### src/rtl/bus_sink_pkg.sv
// Shared bus definitions: default widths, sink FSM encoding and the source-side beat type.
package bus_sink_pkg;

    localparam int BUS_DATA_W = 8;
    localparam int BUS_DEPTH  = 4;
    localparam int BUS_LEN_W  = 8;

    typedef enum logic [1:0] {
        ST_IDLE = 2'd0,
        ST_RECV = 2'd1,
        ST_HOLD = 2'd2
    } sink_state_e;

    // What a source presents on the link in one cycle.
    typedef struct packed {
        logic                  valid;
        logic [BUS_DATA_W-1:0] data;
    } src_beat_t;

endpackage

### src/rtl/bus_sink_fifo.sv
// Show-ahead FIFO: storage, wrapping pointers and occupancy count.
module bus_sink_fifo #(
    parameter int DATA_W = 8,
    parameter int DEPTH  = 4,
    localparam int PTR_W = $clog2(DEPTH),
    localparam int CNT_W = PTR_W + 1
) (
    input  logic              clk,
    input  logic              rst,
    input  logic              push,
    input  logic [DATA_W-1:0] push_data,
    input  logic              pop,
    output logic [DATA_W-1:0] head_data,
    output logic              not_empty,
    output logic              not_full,
    output logic [CNT_W-1:0]  count
);

    localparam logic [CNT_W-1:0] FULL_CNT = CNT_W'(DEPTH);

    logic [DATA_W-1:0] mem [DEPTH];
    logic [PTR_W-1:0]  wr_ptr_reg;
    logic [PTR_W-1:0]  rd_ptr_reg;
    logic [CNT_W-1:0]  count_reg;
    logic              push_ok;
    logic              pop_ok;

    assign not_full  = (count_reg < FULL_CNT);
    assign not_empty = (count_reg != '0);
    assign push_ok   = push && not_full;
    assign pop_ok    = pop && not_empty;
    assign count     = count_reg;
    assign head_data = not_empty ? mem[rd_ptr_reg] : '0;

    // Storage is deliberately left unreset; the empty gate hides stale entries.
    always_ff @(posedge clk) begin
        if (push_ok) begin
            mem[wr_ptr_reg] <= push_data;
        end
    end

    always_ff @(posedge clk or posedge rst) begin
        if (rst) begin
            wr_ptr_reg <= '0;
            rd_ptr_reg <= '0;
            count_reg  <= '0;
        end else begin
            if (push_ok) begin
                wr_ptr_reg <= wr_ptr_reg + PTR_W'(1);
            end
            if (pop_ok) begin
                rd_ptr_reg <= rd_ptr_reg + PTR_W'(1);
            end
            case ({push_ok, pop_ok})
                2'b10:   count_reg <= count_reg + CNT_W'(1);
                2'b01:   count_reg <= count_reg - CNT_W'(1);
                default: count_reg <= count_reg;
            endcase
        end
    end

endmodule

### src/rtl/bus_sink.sv
// Valid/ready sink: buffers beats in a FIFO, measures bursts and flags withdrawn beats.
module bus_sink
    import bus_sink_pkg::*;
#(
    parameter int DATA_W = BUS_DATA_W,
    parameter int DEPTH  = BUS_DEPTH,
    parameter int LEN_W  = BUS_LEN_W
) (
    input  logic                     clk,
    input  logic                     rst,
    input  logic                     s_valid_i,
    input  logic [DATA_W-1:0]        s_data_i,
    output logic                     s_ready_o,
    input  logic                     rd_en_i,
    output logic [DATA_W-1:0]        rd_data_o,
    output logic                     rd_valid_o,
    output logic [$clog2(DEPTH):0]   count_o,
    output logic                     burst_done_o,
    output logic [LEN_W-1:0]         burst_len_o,
    output logic                     err_o
);

    sink_state_e      state_reg;
    sink_state_e      state_next;
    logic [LEN_W-1:0] len_reg;
    logic [LEN_W-1:0] burst_len_reg;
    logic             burst_done_reg;
    logic             err_reg;
    logic             accept;
    logic             burst_end;
    logic             withdraw;
    logic             leave_idle;

    bus_sink_fifo #(
        .DATA_W (DATA_W),
        .DEPTH  (DEPTH)
    ) u_fifo (
        .clk       (clk),
        .rst       (rst),
        .push      (accept),
        .push_data (s_data_i),
        .pop       (rd_en_i),
        .head_data (rd_data_o),
        .not_empty (rd_valid_o),
        .not_full  (s_ready_o),
        .count     (count_o)
    );

    assign accept     = s_valid_i && s_ready_o;
    assign leave_idle = (state_reg == ST_IDLE) && (state_next != ST_IDLE);

    always_comb begin
        state_next = state_reg;
        burst_end  = 1'b0;
        withdraw   = 1'b0;
        case (state_reg)
            ST_IDLE: begin
                if (accept) begin
                    state_next = ST_RECV;
                end else if (s_valid_i) begin
                    state_next = ST_HOLD;
                end
            end
            ST_RECV: begin
                if (accept) begin
                    state_next = ST_RECV;
                end else if (s_valid_i) begin
                    state_next = ST_HOLD;
                end else begin
                    state_next = ST_IDLE;
                    burst_end  = 1'b1;
                end
            end
            ST_HOLD: begin
                if (accept) begin
                    state_next = ST_RECV;
                end else if (!s_valid_i) begin
                    // The source gave up on a beat it had offered.
                    state_next = ST_IDLE;
                    burst_end  = 1'b1;
                    withdraw   = 1'b1;
                end
            end
            default: state_next = ST_IDLE;
        endcase
    end

    always_ff @(posedge clk or posedge rst) begin
        if (rst) begin
            state_reg      <= ST_IDLE;
            len_reg        <= '0;
            burst_len_reg  <= '0;
            burst_done_reg <= 1'b0;
            err_reg        <= 1'b0;
        end else begin
            state_reg      <= state_next;
            burst_done_reg <= burst_end;
            if (leave_idle) begin
                len_reg <= accept ? LEN_W'(1) : '0;
            end else if (accept && (len_reg != '1)) begin
                len_reg <= len_reg + LEN_W'(1);
            end
            if (burst_end) begin
                burst_len_reg <= len_reg;
            end
            if (withdraw) begin
                err_reg <= 1'b1;
            end
        end
    end

    assign burst_done_o = burst_done_reg;
    assign burst_len_o  = burst_len_reg;
    assign err_o        = err_reg;

endmodule

### config.mk
export PLATFORM = sky130hd
export DESIGN_NAME = bus_sink
export DESIGN_NICKNAME = d
export VERILOG_FILES = /design/src/rtl/bus_sink_pkg.sv /design/src/rtl/bus_sink_fifo.sv /design/src/rtl/bus_sink.sv
export SDC_FILE = /design/constraint.sdc
export NUM_CORES = 1
export LEC_CHECK = 0
export CAP_MARGIN = 0
export CORE_ASPECT_RATIO = 1.25
export CORE_UTILIZATION = 40
export DETAILED_ROUTE_END_ITERATION = 12
export HOLD_SLACK_MARGIN = 0.06
export PLACE_DENSITY_LB_ADDON = 0.3
export SLEW_MARGIN = 20
export SYNTH_ARGS = -nofsm -noshare
export SYNTH_HDL_FRONTEND = slang
export SYNTH_SLANG_ARGS = --single-unit
### constraint.sdc
create_clock -name clk -period 4.3 [get_ports clk]
set_clock_uncertainty 0.05 [all_clocks]
set_input_delay 0.645 -clock clk [delete_from_list [all_inputs] [get_ports clk]]
set_output_delay 0.645 -clock clk [all_outputs]
set_load 0.01 [all_outputs]
==> impl_metrics.env, run 1 <==
export IMPL_timing_critical_path_to_type="output port"
export IMPL_drt_pass1_iterations=4
export IMPL_worst_r2r_path_cells=8
export IMPL_insertedDiodeCount=0
export IMPL_dpl_hpwl_um=2860
export IMPL_finalNetCount=235
export IMPL_drive_gt1_share_pct=18.89
export IMPL_internal_power_mw=1.340
export IMPL_peakVddDrop_mv=0.4190
export IMPL_net_switching_power_mw=0.6497
export IMPL_fin_total_pwr_mw=1.990
export IMPL_hold_path_startpoint="err_o"
export IMPL_worst_ep_required_time_ps=3610
export IMPL_achievable_frequency_ghz=0.3383
export IMPL_finalCritPeriodShare_pct=68.74
export IMPL_cts_root_buffer_cell="sky130_fd_sc_hd__clkbuf_8"
export IMPL_result_of_the_run="finished clean"
export IMPL_postSynth_asyncResetShare_pct=45.76
export IMPL_worst_r2r_startpoint="u_fifo.count[0]"
export IMPL_worst_slew_pin_transition_ps=584.9
export IMPL_gp_congestion=0.7898
export IMPL_yosys_cell_count_top_type="sky130_fd_sc_hd__edfxtp_1"
export IMPL_min_delay_path_depth=1
export IMPL_floorplan_die_width_um=74.37
export IMPL_crit_fanout=10
export IMPL_grt_antenna_before_repair=0
export IMPL_crit_family="flip-flops"
export IMPL_vias_in_the_first_global_route=1478
export IMPL_layout_cell_area_non_filler_um2=3218
export IMPL_tritoncts="done"
export IMPL_final_setup_violation_count=0
export IMPL_post_cts_resize_count=0
export IMPL_detail_route_wirelength_um=4243
export IMPL_static_leakage_power_nw=1.262
export IMPL_ctsLongestPathBuffers=2
export IMPL_die_h_um=92.47
export IMPL_grt_max_degree=28
export IMPL_clkTransAtPathRegs_ps=70
export IMPL_synth_edff_count=32
export IMPL_detailed_place_area_um2=3042
export IMPL_setup_tns_final_ps=0
export IMPL_clock_power_share_pct=22.3
export IMPL_ys_types=38
export IMPL_rrSetupSlack_ps=2110
export IMPL_powerDensity_nw_per_um2=618.4
export IMPL_synth_sequential_area_ratio_pct=62.49
export IMPL_floorplan_initialDensity_pct=41.93
export IMPL_grt_pass1_wl_um=6948
export IMPL_cell_chain_of_the_critical_path="mux4_2 -> and2_1 -> clkdlybuf4s50_1"
export IMPL_ant_nets=0
export IMPL_synthesis_area_per_instance_um2=15.23
export IMPL_synth_top_area_share_pct=36.69
export IMPL_period_needed_ps=2956
export IMPL_critical_path_class="reg -> out"
export IMPL_port_buffer_count=34
export IMPL_later_pin_clock_latency_in_the_skew_report_ps=330
export IMPL_detailroute_via_count=1484
export IMPL_wp_buf_inv=1
export IMPL_synth_to_final_area_change_pct=22.89
export IMPL_seq_power_share_pct=41.5
export IMPL_worst_slew_margin_rel_pct=60.95
export IMPL_design_die_area_um2=6877
export IMPL_synth_area_leaders="sky130_fd_sc_hd__edfxtp_1, sky130_fd_sc_hd__dfrtp_1, sky130_fd_sc_hd__mux4_2, sky130_fd_sc_hd__ha_1, sky130_fd_sc_hd__mux2_2"
export IMPL_yosys_area_top_type="sky130_fd_sc_hd__edfxtp_1"
export IMPL_grt_ovfl_total=0
export IMPL_final_core_utilization_pct=51.52
export IMPL_mappedNetlistNets=195
export IMPL_finalMaxSlewViolations=0
export IMPL_numClockSinks=59
export IMPL_count_of_standard_cell_rows=32
export IMPL_type_of_element_launching_the_critical_path="flip-flop"
export IMPL_switching_part_of_the_total_power_pct=32.65
export IMPL_crit_reg2reg_capture="u_fifo.count[2]"
export IMPL_synth_top_flop_cell="sky130_fd_sc_hd__edfxtp_1"
export IMPL_slowest_stage="sky130_fd_sc_hd__dfrtp_1"
export IMPL_grt_setup_unrepaired="false"
export IMPL_drc=0
export IMPL_worst_endpoint_arrival_ps=2260
export IMPL_yosys_top_cells_count="sky130_fd_sc_hd__edfxtp_1, sky130_fd_sc_hd__dfrtp_1, sky130_fd_sc_hd__and2_1"
export IMPL_holdCritPathClass="reg -> reg"
export IMPL_postCtsSetupBuffers=0
export IMPL_via_per_inst=4.914
export IMPL_boundaryPins=35
export IMPL_number_of_buffers_added_by_the_clock_tree_synthesis_step=9
export IMPL_max_cap_violations=0
export IMPL_p_comb_share_pct=36.2
export IMPL_yosys_warnings=0
export IMPL_syn_instance_count=172
export IMPL_drt_initial_drc_count=107
export IMPL_htreeDepth=3
export IMPL_grt_util_all_layers_pct=14.02
export IMPL_flip_flop_count_of_the_largest_register_all_copies_and_words_added=32
export IMPL_startpoint="u_fifo.rd_ptr_reg[0]"
export IMPL_cts_hold_buf=0
export IMPL_timing_hold_violations_final=0
export IMPL_syn_area_um2=2619
export IMPL_core_region_area_um2=6246
export IMPL_critPathMaxStageDelay_ps=710
export IMPL_hold_end="err_o"
export IMPL_yosys_register_bits=59
export IMPL_wire_per_inst_um=14.05
[cell usage in the layout (no fill, tap or decap), drive strengths merged]
cell           count
fa                 1
dfrtp             27
and4bb             1
and2              13
and2b              2
ha                10
mux2i              3
nand4              1
mux2               8
o21ai              4
a2111oi            1
a21o               1
o211ai             3
nand3              3
clkinv             4
edfxtp            32
o211a              1
clkdlybuf4s50     34
a311oi             1
and4               1
a211oi             1
inv               13
a21oi              2
xnor2              6
nand2b             1
o22ai              1
or3                2
a2bb2oi            1
xor2               6
nand2              4
clkbuf             9
nor2               9
and3               2
clkinvlp           1
mux4               8
[layout make-up]
type                            instances  area, um^2
Clock buffer                            9       123.9
Clock inverter                          7       52.55
Fill cell                             579        3028
Inverter                               11       41.29
Multi-Input combinational cell         97       917.1
Sequential cell                        59        1637
Tap cell                               85       106.4
Timing Repair Buffer                   34       340.3
[logic make-up after synthesis]
family          share of synthesized area (%)
flops                                   62.49
compound gates                          5.447
simple gates                            8.553
fa+ha+maj                               5.542
buf+inv                                 2.484
mux                                     11.47
xor+xnor                                4.013
[routing by layer]
layer  share of wire (%)  routed length, um  track usage [%]  vias up
li1                    -                  -                -      705
met1                  45               1893            16.53      736
met2                  49               2064            22.22       32
met3                 4.4                185            3.700       11
met4                 2.3                 99            8.962        0
met5                   0                  0                0        -
[power groups by stage]
stage	combinational (mW)	clock, mW	sequential [mW]
after floorplan	0.490	0	0.796
after global placement	0.724	0	0.840
after detailed placement	0.734	0	0.840
after CTS	0.736	0.456	0.830
after global routing	0.798	0.478	0.845
final	0.721	0.443	0.826
[per-stage QoR]
step | instances | hold WS (ps) | setup slack, ps
2_1_floorplan | 172 | 443.2 | 2238
3_3_place_gp | 286 | 387.6 | 1587
3_5_place_dp | 286 | 398.2 | 1566
4_1_cts | 302 | 413.8 | 1281
5_1_grt | 302 | 453.4 | 1215
6_report | 302 | 408.6 | 1344
[worst max path at each step]
stage / to / slack (ps) / cells after the start
after floorplan: u_fifo.count[2] / 2240 / 9
after global placement: u_fifo.count[2] / 1590 / 9
after detailed placement: u_fifo.count[2] / 1570 / 9
after CTS: rd_data_o[7] / 1280 / 3
after global routing: rd_data_o[6] / 1210 / 3
final: rd_data_o[7] / 1340 / 3
Note: power is estimated with default switching activity, not from simulation.
==> run 2, diff against run 1 <==
==> constraint.sdc (replaced) <==
create_clock -name clk -period 3 [get_ports clk]
set_clock_uncertainty 0.05 [all_clocks]
set_input_delay 0.45 -clock clk [delete_from_list [all_inputs] [get_ports clk]]
set_output_delay 0.45 -clock clk [all_outputs]
set_load 0.01 [all_outputs]
==> impl_metrics.env, run 2 (synthesized netlist as in run 1, its figures left out) <==
export IMPL_worst_endpoint_arrival_ps=2220
export IMPL_die_h_um=92.47
export IMPL_detail_route_wirelength_um=4409
export IMPL_numClockSinks=59
export IMPL_fin_total_pwr_mw=2.912
export IMPL_finalNetCount=237
export IMPL_dpl_hpwl_um=3064
export IMPL_grt_max_degree=28
export IMPL_layout_cells_most_common_list="sky130_fd_sc_hd__clkdlybuf4s50_1, sky130_fd_sc_hd__edfxtp_1, sky130_fd_sc_hd__dfrtp_1"
export IMPL_boundaryPins=35
export IMPL_flip_flop_count_of_the_largest_register_all_copies_and_words_added=32
export IMPL_drc=0
export IMPL_gp_congestion=0.7305
export IMPL_count_of_standard_cell_rows=32
export IMPL_fill_cells=563
export IMPL_peakVddDrop_mv=0.5187
export IMPL_wire_per_inst_um=14.50
export IMPL_worst_r2r_path_cells=8
export IMPL_powerDensity_nw_per_um2=898.5
export IMPL_worst_slew_margin_rel_pct=70.67
export IMPL_drt_pass1_iterations=5
export IMPL_synth_to_final_area_change_pct=23.75
export IMPL_clkTransAtPathRegs_ps=60
export IMPL_timing_hold_violations_final=0
export IMPL_timing_critical_path_to_type="output port"
export IMPL_hold_end="err_o"
export IMPL_final_setup_violation_count=0
export IMPL_tritoncts="done"
export IMPL_register_area_um2=1637
export IMPL_htreeDepth=3
export IMPL_via_per_inst=4.872
export IMPL_core_region_area_um2=6246
export IMPL_floorplan_die_width_um=74.37
export IMPL_rrSetupSlack_ps=790
export IMPL_multi_input_area_um2=917.1
export IMPL_grt_pass1_wl_um=7472
export IMPL_period_needed_ps=2717
export IMPL_crit_reg2reg_capture="u_fifo.count[2]"
export IMPL_static_leakage_power_nw=1.277
export IMPL_hold_path_startpoint="err_o"
export IMPL_vias_in_the_first_global_route=1567
export IMPL_number_of_buffers_added_by_the_clock_tree_synthesis_step=9
export IMPL_final_common_cell="sky130_fd_sc_hd__clkdlybuf4s50_1"
export IMPL_worst_slew_pin_transition_ps=439.9
export IMPL_type_of_element_launching_the_critical_path="flip-flop"
export IMPL_grt_antenna_before_repair=0
export IMPL_detailroute_via_count=1481
export IMPL_result_of_the_run="finished clean"
export IMPL_port_buffer_count=34
export IMPL_drt_initial_drc_count=50
export IMPL_floorplan_initialDensity_pct=41.93
export IMPL_grt_util_all_layers_pct=14.88
export IMPL_finalCritPeriodShare_pct=90.58
export IMPL_worst_ep_required_time_ps=2500
export IMPL_holdCritPathClass="reg -> reg"
export IMPL_later_pin_clock_latency_in_the_skew_report_ps=330
export IMPL_post_cts_resize_count=0
export IMPL_finalMaxSlewViolations=0
export IMPL_ant_nets=0
export IMPL_ctsLongestPathBuffers=2
export IMPL_drive_gt1_share_pct=18.26
export IMPL_design_die_area_um2=6877
export IMPL_max_cap_violations=0
export IMPL_insertedDiodeCount=0
export IMPL_worst_r2r_startpoint="u_fifo.count[2]"
export IMPL_critical_path_class="reg -> out"
export IMPL_achievable_frequency_ghz=0.3680
export IMPL_crit_fanout=6
export IMPL_cts_hold_buf=0
export IMPL_cts_root_buffer_cell="sky130_fd_sc_hd__clkbuf_8"
export IMPL_grt_ovfl_total=0
export IMPL_min_delay_path_depth=1
export IMPL_grt_setup_unrepaired="false"
export IMPL_setup_tns_final_ps=0
export IMPL_postCtsSetupBuffers=0
[run 2: changes by cell type in the layout (fill, tap and decap cells not counted), sizes merged]
cell,delta
buf,+2
inv,-2
bufinv,+1
clkbuf,+1
[run 2: how the worst max path moves through the flow]
stage	from	endpoint	slack, ps	cells after the start
floorplan	u_fifo.count[0]	u_fifo.count[2]	940	9
global placement	s_valid_i	u_fifo.count[2]	590	9
detailed placement	s_valid_i	u_fifo.count[2]	470	9
CTS	u_fifo.rd_ptr_reg[0]	rd_data_o[7]	230	4
global route	u_fifo.rd_ptr_reg[0]	rd_data_o[7]	140	4
finish	u_fifo.rd_ptr_reg[0]	rd_data_o[6]	280	4
[run 2: critical path, cell delays in order (launching register included)]
cell                              delay [ps]
sky130_fd_sc_hd__dfrtp_1                 520
sky130_fd_sc_hd__buf_4                   240
sky130_fd_sc_hd__mux4_2                  500
sky130_fd_sc_hd__and2_1                  160
sky130_fd_sc_hd__clkdlybuf4s50_1         470
[run 2: cell type report]
cell class                      instances  area share (%)
Tap cell                               85           3.282
Inverter                               11           1.274
Multi-Input combinational cell         97           28.30
Clock buffer                           10           3.938
Clock inverter                          6           1.737
Timing Repair Buffer                   36           10.97
Sequential cell                        59           50.50
[run 2: per-layer routing]
layer / share of wire (%) / track usage [%] / wire [um]
met4: 1.7 / 6.132 / 74
met1: 43 / 18.53 / 1882
met3: 4.6 / 4.570 / 204
met5: 0 / 0 / 0
met2: 51 / 23.72 / 2247
[run 2: power by group]
part           total (mW)  internal, mW  switching, mW
registers            1.17          1.03          0.141
clock network       0.670         0.376          0.294
logic                1.07         0.599          0.474
total                2.91          2.00          0.908
[run 2: metrics by stage]
step           setup WS [ps]  hold WS [ps]  utilization [%]  cell area, um^2  instances
2_1_floorplan          937.5         443.2                -             2619        172
3_3_place_gp           587.1         387.7            48.94             3057        288
3_5_place_dp           467.3         397.7            48.94             3057        288
4_1_cts                229.0         412.0            51.88             3241        304
5_1_grt                136.6         447.4            51.88             3241        304
6_report               282.7         408.1            51.88             3241        304
==> run 3, diff against run 2 <==
--- a/config.mk
+++ b/config.mk
@@ -9,7 +9,6 @@
 export CORE_ASPECT_RATIO = 1.25
 export CORE_UTILIZATION = 40
 export DETAILED_ROUTE_END_ITERATION = 12
-export HOLD_SLACK_MARGIN = 0.06
 export PLACE_DENSITY_LB_ADDON = 0.3
 export SLEW_MARGIN = 20
 export SYNTH_ARGS = -nofsm -noshare
==> results of run 3 <==
Same layout as run 2: the final DEF is identical, and so are final timing and power.
